--- config.mk ---
export PLATFORM = sky130hd
export DESIGN_NAME = wb_pic
export DESIGN_NICKNAME = d
export VERILOG_FILES = /design/src/rtl/wb_pic.sv
export SDC_FILE = /design/constraint.sdc
export NUM_CORES = 1
export LEC_CHECK = 0
export BUFFER_PORTS_ARGS = -buffer_cell sky130_fd_sc_hd__buf_2
export CORE_MARGIN = 3
export CORE_UTILIZATION = 48
export CTS_CLUSTER_DIAMETER = 60
export DETAILED_ROUTE_END_ITERATION = 10
export PLACE_DENSITY = 0.77
export SYNTH_ARGS = -nofsm -noshare
export SYNTH_HDL_FRONTEND = slang
export SYNTH_SLANG_ARGS = --single-unit
--- constraint.sdc ---
create_clock -name clk -period 2.2 [get_ports clk]
set_clock_uncertainty 0.2 [all_clocks]
set_input_delay 0.55 -clock clk [delete_from_list [all_inputs] [get_ports clk]]
set_output_delay 0.55 -clock clk [all_outputs]
set_load 0.01 [all_outputs]
--- src/rtl/wb_pic.sv ---
// wb_pic: Wishbone-attached priority interrupt controller.
// NCH maskable edge-triggered channels (channel 0 highest priority) plus
// one NMI. Inputs are asynchronous and active-low; each passes through a
// synchroniser and a history flop so that only falling edges are counted.
//
// Handshakes:
//   Wishbone: a request is cyc & stb; wb_ack_o rises one cycle later for
//   exactly one cycle, register writes commit on the ack cycle, and
//   wb_dat_o carries read data only while wb_ack_o is high (zero otherwise).
//   inta_i / nmia_i: level signals from the CPU; only their rising edges act.
//   vec_o presents NMI_VEC while nmia_i is high, otherwise the vector
//   latched by the most recent interrupt acknowledge.
module wb_pic #(
    parameter int         NCH         = 4,
    parameter int         SYNC_STAGES = 2,
    parameter logic [7:0] VEC_BASE    = 8'h0C,
    parameter logic [7:0] NMI_VEC     = 8'h02
) (
    input  logic           clk,
    input  logic           rst,
    input  logic [NCH-1:0] irq_n_i,
    input  logic           nmi_n_i,
    input  logic [1:0]     wb_adr_i,
    input  logic [15:0]    wb_dat_i,
    output logic [15:0]    wb_dat_o,
    input  logic [1:0]     wb_sel_i,
    input  logic           wb_we_i,
    input  logic           wb_stb_i,
    input  logic           wb_cyc_i,
    output logic           wb_ack_o,
    output logic           intr_o,
    input  logic           inta_i,
    output logic           nmi_o,
    input  logic           nmia_i,
    output logic [7:0]     vec_o
);

    // Bit NCH of the source vector is the NMI; bits below are the channels.
    localparam int         NSRC        = NCH + 1;
    localparam logic [2:0] SETTLE_DONE = 3'(SYNC_STAGES + 1);

    logic [SYNC_STAGES-1:0][NSRC-1:0] sync_q;
    logic [NSRC-1:0]                  hist_q;
    logic [2:0]                       settle_q;
    logic                             armed;
    logic [NSRC-1:0]                  fall;

    logic [NCH-1:0] pend_q, insv_q, mask_q;
    logic [NCH-1:0] pend_d, insv_d, mask_d;
    logic [NCH-1:0] pend_clr, insv_clr;
    logic [NCH-1:0] live, cand_oh, eoi_bit, wr_bits;
    logic           cand_v, insv_blk;
    logic [2:0]     cand_idx;
    logic [7:0]     cand_vec;
    logic [7:0]     vec_q;
    logic           inta_q, nmia_q, int_ack, nmi_ack;
    logic           bus_req, wr_en;
    logic [15:0]    rd_data;
    logic           unused_bits;

    assign unused_bits = ^{wb_dat_i[15:NCH], wb_sel_i[1]};

    // Synchroniser chain and history flop; all reset to the inactive (high) level.
    always_ff @(posedge clk) begin
        if (rst) begin
            sync_q <= '1;
            hist_q <= '1;
        end else begin
            sync_q[0] <= {nmi_n_i, irq_n_i};
            for (int i = 1; i < SYNC_STAGES; i++) sync_q[i] <= sync_q[i-1];
            hist_q <= sync_q[SYNC_STAGES-1];
        end
    end

    // After reset, hold off edge detection until the history flop has
    // re-sampled a real input value, so a line held low through reset is
    // never mistaken for a fresh falling edge.
    always_ff @(posedge clk) begin
        if (rst)         settle_q <= '0;
        else if (!armed) settle_q <= settle_q + 3'd1;
    end

    assign armed = (settle_q == SETTLE_DONE);
    assign fall  = armed ? (hist_q & ~sync_q[SYNC_STAGES-1]) : '0;

    // Candidate selection: lowest unmasked pending channel, and whether an
    // in-service channel of equal or higher priority blocks it.
    always_comb begin
        live     = pend_q & ~mask_q;
        cand_v   = 1'b0;
        cand_idx = '0;
        for (int i = NCH - 1; i >= 0; i--) begin
            if (live[i]) begin
                cand_v   = 1'b1;
                cand_idx = 3'(i);
            end
        end
        insv_blk = 1'b0;
        for (int i = 0; i < NCH; i++) begin
            if (insv_q[i] && (3'(i) <= cand_idx)) insv_blk = 1'b1;
        end
    end

    assign cand_oh  = cand_v ? (NCH'(1) << cand_idx) : '0;
    assign cand_vec = VEC_BASE + {5'd0, cand_idx};
    // Isolates the lowest set INSV bit (highest priority in service).
    assign eoi_bit  = insv_q & (~insv_q + NCH'(1));

    assign bus_req = wb_cyc_i & wb_stb_i;
    assign wr_en   = wb_ack_o & bus_req & wb_we_i & wb_sel_i[0];
    assign wr_bits = wb_dat_i[NCH-1:0];
    assign int_ack = inta_i & ~inta_q & ~nmia_i;
    assign nmi_ack = nmia_i & ~nmia_q;

    // Register next-state: clears from bus writes and acknowledge, then
    // new edges OR'd in last so a same-cycle set beats any clear.
    always_comb begin
        pend_clr = '0;
        insv_clr = '0;
        mask_d   = mask_q;
        if (wr_en) begin
            case (wb_adr_i)
                2'd0:    mask_d   = wr_bits;
                2'd1:    pend_clr = wr_bits;
                2'd2:    insv_clr = wr_bits;
                default: insv_clr = eoi_bit;
            endcase
        end
        if (int_ack) pend_clr = pend_clr | cand_oh;
        pend_d = (pend_q & ~pend_clr) | fall[NCH-1:0];
        insv_d = (insv_q & ~insv_clr) | (int_ack ? cand_oh : '0);
    end

    // Channel state registers and the registered interrupt request.
    always_ff @(posedge clk) begin
        if (rst) begin
            pend_q <= '0;
            insv_q <= '0;
            mask_q <= '0;
            intr_o <= 1'b0;
        end else begin
            pend_q <= pend_d;
            insv_q <= insv_d;
            mask_q <= mask_d;
            intr_o <= cand_v & ~insv_blk;
        end
    end

    // Acknowledge edge detection, NMI request flag and latched vector.
    always_ff @(posedge clk) begin
        if (rst) begin
            inta_q <= 1'b0;
            nmia_q <= 1'b0;
            nmi_o  <= 1'b0;
            vec_q  <= 8'h00;
        end else begin
            inta_q <= inta_i;
            nmia_q <= nmia_i;
            if (fall[NCH])    nmi_o <= 1'b1;
            else if (nmi_ack) nmi_o <= 1'b0;
            if (int_ack)      vec_q <= cand_v ? cand_vec : (VEC_BASE + 8'd7);
        end
    end

    assign vec_o = nmia_i ? NMI_VEC : vec_q;

    // Single-cycle registered bus acknowledge; a reset drops any cycle in flight.
    always_ff @(posedge clk) begin
        if (rst) wb_ack_o <= 1'b0;
        else     wb_ack_o <= bus_req & ~wb_ack_o;
    end

    // Read data mux; upper byte and unused channel bits read as zero.
    always_comb begin
        rd_data = '0;
        case (wb_adr_i)
            2'd0:    rd_data[NCH-1:0] = mask_q;
            2'd1:    rd_data[NCH-1:0] = pend_q;
            2'd2:    rd_data[NCH-1:0] = insv_q;
            default: rd_data[7:0]     = cand_v ? cand_vec : 8'hFF;
        endcase
    end

    assign wb_dat_o = wb_ack_o ? rd_data : 16'h0000;

endmodule

* Word-level counts from Yosys, hierarchy flattened
Cells that the tools add are included.
W data, S select, Z words.
** Storage, ports and cells
- Register bits after elaboration :: 43
- Bits of input ports :: 32
- Output and inout bits :: 27
- Logic and storage cells :: 88
** Operators by class
- Add/sub/neg operators :: 3
- Magnitude comparators :: 4
- Equality and inequality tests :: 3
- Shift-type cells :: 1
- Mux-type cells :: 28
- Bitwise operators :: 27
- Reductions and logical operators :: 9
** Operators with widths (number)
- $mux W4 :: 7
- $mux W8 :: 3
- $and A4 B4 Y4 :: 4
- $not A4 Y4 :: 4
- $or A4 B4 Y4 :: 3
- $pmux W4 S3 :: 1
- $mux W1 :: 10
- $mux W5 :: 2
- $and A1 B1 Y1 :: 9
- $mux W3 :: 3
- $pmux W4 S2 :: 1
- $le A1 B3 Y1 const A :: 2
- $le A2 B3 Y1 const A :: 2
- $add A4 B3 Y5 const A :: 1
- $and A5 B5 Y5 :: 1
- $not A1 Y1 :: 5
- $not A5 Y5 :: 1
- $add A4 B1 Y4 const B :: 1
- $logic_and A1 B1 Y1 :: 4
- $shl A1 B3 Y4 const A :: 1
- $add A3 B1 Y3 const B :: 1
- $eq A3 B2 Y1 const B :: 1
- $reduce_or A3 Y1 :: 1
- $eq A2 B1 Y1 const B :: 1
- other kinds (6) :: 6

* Longest topological paths before layout
- Depth in word-level cells :: 14
- Gate-level depth with buffers :: 6
- Gate-level depth less buffers :: 5

* Least setup slack after synthesis
No wires, ideal clock.
- Path kind :: input-to-output
- From :: in wb_adr_i[0]
- To :: out wb_dat_o[5]
- Arrival time :: 1.467 ns
- Data required time :: 1.450 ns
- Path slack :: -0.017 ns
- Cell stages on the path :: 5
- Buffers on the path :: 3
- Cells stage by stage :: buf_2 buf_2 nand3_1 nor2_1 buf_4
** On the way
- Word-level cells in the longest chain between the ends :: 4
- Elaborated cells on any way between the ends :: 6
- Those cells by class :: eq/ne: 2; mux: 2; reduce/logical: 2
** Ends and longest elaborated chain
- from (decl) :: line 23 : input logic [1:0] wb_adr_i,
- $eq A2 B2 Y1 (tied with other cells) :: line 176 : case (wb_adr_i)
- $reduce_or A3 Y1 (no source line) (*)
- $mux W4 (*) :: line 176
- $mux W8 (*) :: line 184 : assign wb_dat_o = wb_ack_o ? rd_data : 16'h0000;
- to (decl) :: line 25 : output logic [15:0] wb_dat_o,
Every way passes the cells marked *; elsewhere a longest branch is shown, timed or not.

* Final worst setup path
- From :: reg pend_q[2]
- To :: out wb_dat_o[0]
** On the way
- Word-level cells in the longest chain between the ends :: 8
- Elaborated cells on any way between the ends :: 11
- Those cells by class :: add/sub: 1; mux: 9; bitwise: 1
** Ends and longest elaborated chain
- from (decl) :: line 48 : logic [NCH-1:0] pend_q, insv_q, mask_q;
- from (signal assigned) :: line 142 : pend_q <= pend_d;
- $and A4 B4 Y4 (*) :: line 89 : live = pend_q & ~mask_q;
- $mux W3 (3 in series) :: line 93 : if (live[i]) begin
- $add A4 B3 Y5 :: line 105 : assign cand_vec = VEC_BASE + {5'd0, cand_idx};
- $mux W8 (*) :: line 180 : default: rd_data[7:0] = cand_v ? cand_vec : 8'hFF;
- $pmux W4 S3 (*) :: line 176
- $mux W8 (*) :: line 184
Marked as above.

==> impl_metrics.env <==
export IMPL_status="finished, violations left"
export IMPL_violations="setup timing"
export IMPL_ys_ff_latch=39
export IMPL_antenna_found_initial=0
export IMPL_p_int_uw=932
export IMPL_clk_pin_slew_ns=0.11
export IMPL_cap_violations=0
export IMPL_p_total_uw=1260
export IMPL_p_sw_uw=328
export IMPL_register_area_um2=790
export IMPL_p_clk_share_pct=27.4
export IMPL_clock_latency_ns=0.34
export IMPL_rr_startpoint="wb_ack_o$_SDFF_PP0_"
export IMPL_leakage_uw=0.000936
export IMPL_placedCellCount=271
export IMPL_ctsRootBufferMaster="clkbuf_4"
export IMPL_slowest_delay_ns=0.46
export IMPL_fin_crit_sh_pct=109
export IMPL_routed_wl_um=3460
export IMPL_gr_total_overflow=0
export IMPL_drc=0
export IMPL_rsz0062_at_grt="true"
export IMPL_clockBufferDepth=2
export IMPL_coreArea_um2=3420
export IMPL_r2r_slack_ns=0.52
export IMPL_fmax_mhz=416
export IMPL_critPathLaunchType="register"
export IMPL_reg2reg_depth=3
export IMPL_io_buffers=34
export IMPL_p_per_area_nw_per_um2=600
export IMPL_synth_edf_count=0
export IMPL_p_comb_share_pct=12.8
export IMPL_cp_endpoint="wb_dat_o[0]"
export IMPL_wire_per_inst_um=12.1
export IMPL_grt_pass1_vias=1225
export IMPL_htree_levels=2
export IMPL_cp_end_kind="output pin"
export IMPL_netlist_top_cells_area="dfxtp_1 45%, buf_4 6.9%, or2_2 5.7%"
export IMPL_critical_path_slowest_cell="mux4_2"
export IMPL_cts_tree="built"
export IMPL_critPathKind="register to output pin"
export IMPL_grt_max_degree=25
export IMPL_crit_fanout=2
export IMPL_instances_no_fill=285
export IMPL_start_util_pct=51.1
export IMPL_synth_seq_area_share_pct=44.7
export IMPL_irDropWorstVdd_mv=0.360
export IMPL_synth_distinct_cells=38
export IMPL_ios=59
export IMPL_syn_inst=196
export IMPL_yosys_area_top_type_share_pct=44.7
export IMPL_syn_avg_cell_area_um2=8.91
export IMPL_synth_largest_area_cell="dfxtp_1"
export IMPL_die_h_um=66.3
export IMPL_ys_warnings_count=0
export IMPL_cts_buffers=5
export IMPL_crit_required_ns=1.45
export IMPL_hold_viol=0
export IMPL_placementRows=21
export IMPL_finalMaxSlewViolations=0
export IMPL_cp_arrival_ns=1.66
export IMPL_synth_top_flop_cell="dfxtp_1"
export IMPL_worst_slack_ns=-0.206
export IMPL_netSwitchingFraction_pct=26.0
export IMPL_syn_to_final_growth_pct=20.3
export IMPL_grt_pass1_wl_um=5380
export IMPL_fillers=306
export IMPL_track_usage_pct=16.3
export IMPL_period_needed_ns=2.41
export IMPL_timing_rr_end="mask_q[3]$_SDFFE_PP0P_"
export IMPL_die_width_um=66.3
export IMPL_diodes=0
export IMPL_finalSetupViolations=1
export IMPL_path_cells="nor2b_4 -> a21oi_2 -> mux4_2 -> and2_4 -> buf_6"
export IMPL_crit_start="pend_q[2]$_SDFF_PP0_"
export IMPL_layout_nets=273
export IMPL_synth_area_um2=1750
export IMPL_vias=1417
export IMPL_pwr_share_seq_pct=59.8
export IMPL_ant_nets=0
export IMPL_drt_iter0_drc=153
export IMPL_fp_dieArea_um2=4400
export IMPL_multi_input_area_um2=872
export IMPL_hp_class="input port to register"
export IMPL_dr_pass1_iters=4
export IMPL_cts_num_sinks=39
export IMPL_drive_gt1_share_pct=38.9
export IMPL_vias_per_cell=4.97
export IMPL_dp_hpwl_um=2350
export IMPL_async_reset_ff_share_pct=0
export IMPL_gp_congestion=0.823
[cells in the mapped netlist (all sizes together), types with 2 or more instances]
cell type,instances
a21o,2
a21oi,12
and2,4
buf,19
clkbuf,6
dfxtp,39
ha,2
inv,4
mux2i,9
nand2,11
nand2b,4
nand3,3
nand3b,2
nand4,4
nor2,15
nor2b,8
nor3,4
o21ai,14
o22ai,2
or2,18
[area by class of cell]
| class | count | area share (%) |
|---|---|---|
| timing repair buffer | 51 | 15.0 |
| multi-input combinational | 138 | 41.5 |
| inverter | 4 | 0.715 |
| clock inverter | 2 | 0.656 |
| tap | 46 | 2.74 |
| clock buffer | 5 | 1.79 |
| sequential | 39 | 37.6 |
[sequential cells by signal, summed over array words and instances, names as in the netlist]
name	flops
vec_q	4
hist_q	5
pend_q	4
mask_q	4
intr_o	1
nmi_o	1
insv_q	4
wb_ack_o	1
inta_q	1
settle_q	3
sync_q	10
nmia_q	1
[metrics by stage]
| stage | utilization, % | area [um^2] | TNS [ns] | hold slack [ns] | setup WS (ns) |
|---|---|---|---|---|---|
| finish | 61.5 | 2100 | -0.206 | 0.180 | -0.206 |
| global route | 61.5 | 2100 | -0.297 | 0.164 | -0.286 |
| CTS | 59.5 | 2030 | -0.215 | 0.166 | -0.215 |
| detailed placement | 56.5 | 1930 | -0.0284 | 0.195 | -0.0230 |
| global placement | 56.5 | 1930 | -0.0129 | 0.191 | -0.0129 |
| floorplan | - | 1790 | 0 | 0.189 | 0.0591 |
[power groups by stage]
stage                     Clock (uW)  Sequential (uW)  Combinational [uW]
after floorplan                    0              766                 119
after global placement             0              767                 148
after detailed placement           0              769                 152
after CTS                        362              753                 156
after global routing             389              757                 183
final                            346              753                 162
[worst min-delay path by stage]
stage | start | endpoint | slack [ns] | depth (start not counted)
after CTS | irq_n_i[2] | sync_q[2]$_SDFF_PP1_ | 0.17 | 2
after detailed placement | sync_q[1]$_SDFF_PP1_ | sync_q[6]$_SDFF_PP1_ | 0.20 | 1
after global placement | sync_q[0]$_SDFF_PP1_ | sync_q[5]$_SDFF_PP1_ | 0.19 | 1
final | irq_n_i[1] | sync_q[1]$_SDFF_PP1_ | 0.18 | 2
after floorplan | sync_q[0]$_SDFF_PP1_ | sync_q[5]$_SDFF_PP1_ | 0.19 | 1
after global routing | nmi_n_i | sync_q[4]$_SDFF_PP1_ | 0.16 | 2
[per-layer routing]
layer,vias up,global-route usage [%],part of all wire [%]
met1,633,19.3,44
met5,-,0,0
met3,14,4.25,6.0
li1,719,-,-
met2,51,26.4,47
met4,0,9.14,3.2
[kinds of logic (layout without fill, tap and decap cells)]
logic type / after synthesis / after routing / synth area share (%)
flops: 39 / 39 / 44.7
fa+ha+maj: 2 / 2 / 1.43
simple gates: 77 / 77 / 24.2
buf+inv: 29 / 62 / 9.89
xor+xnor: 1 / 1 / 0.502
other cells: 1 / 11 / 0.215
mux: 11 / 11 / 7.10
compound gates: 36 / 36 / 11.9
[worst max-delay path, delay by kind of cell (launching register included)]
kind	cells	cell delay, ns
mux	1	0.46
flops	1	0.35
simple gates	2	0.32
buf+inv	1	0.11
compound gates	1	0.07
[cells in the final DEF, fill, tap and decap left out, types with 5 or more instances in the layout]
cell type and instances:
dfxtp_1 32, buf_2 32, buf_4 17, or2_2 16, nor2_1 14, a21oi_1 11
nand2_1 11, conb_1 11, o21ai_0 10, mux2i_1 8, dfxtp_2 7, nor2b_1 6
clkbuf_4 5
[what timing repair did]
| item | CTS | global route |
|---|---|---|
| gates resized for setup | 14 | 10 |
| buffers inserted | 1 | 6 |
| pin swaps | 2 | 3 |
| cloned | 0 | 0 |
| hold buffers | 0 | 0 |
| setup endpoints to repair | 7 | 5 |
Power figures use the tool's default switching activity.
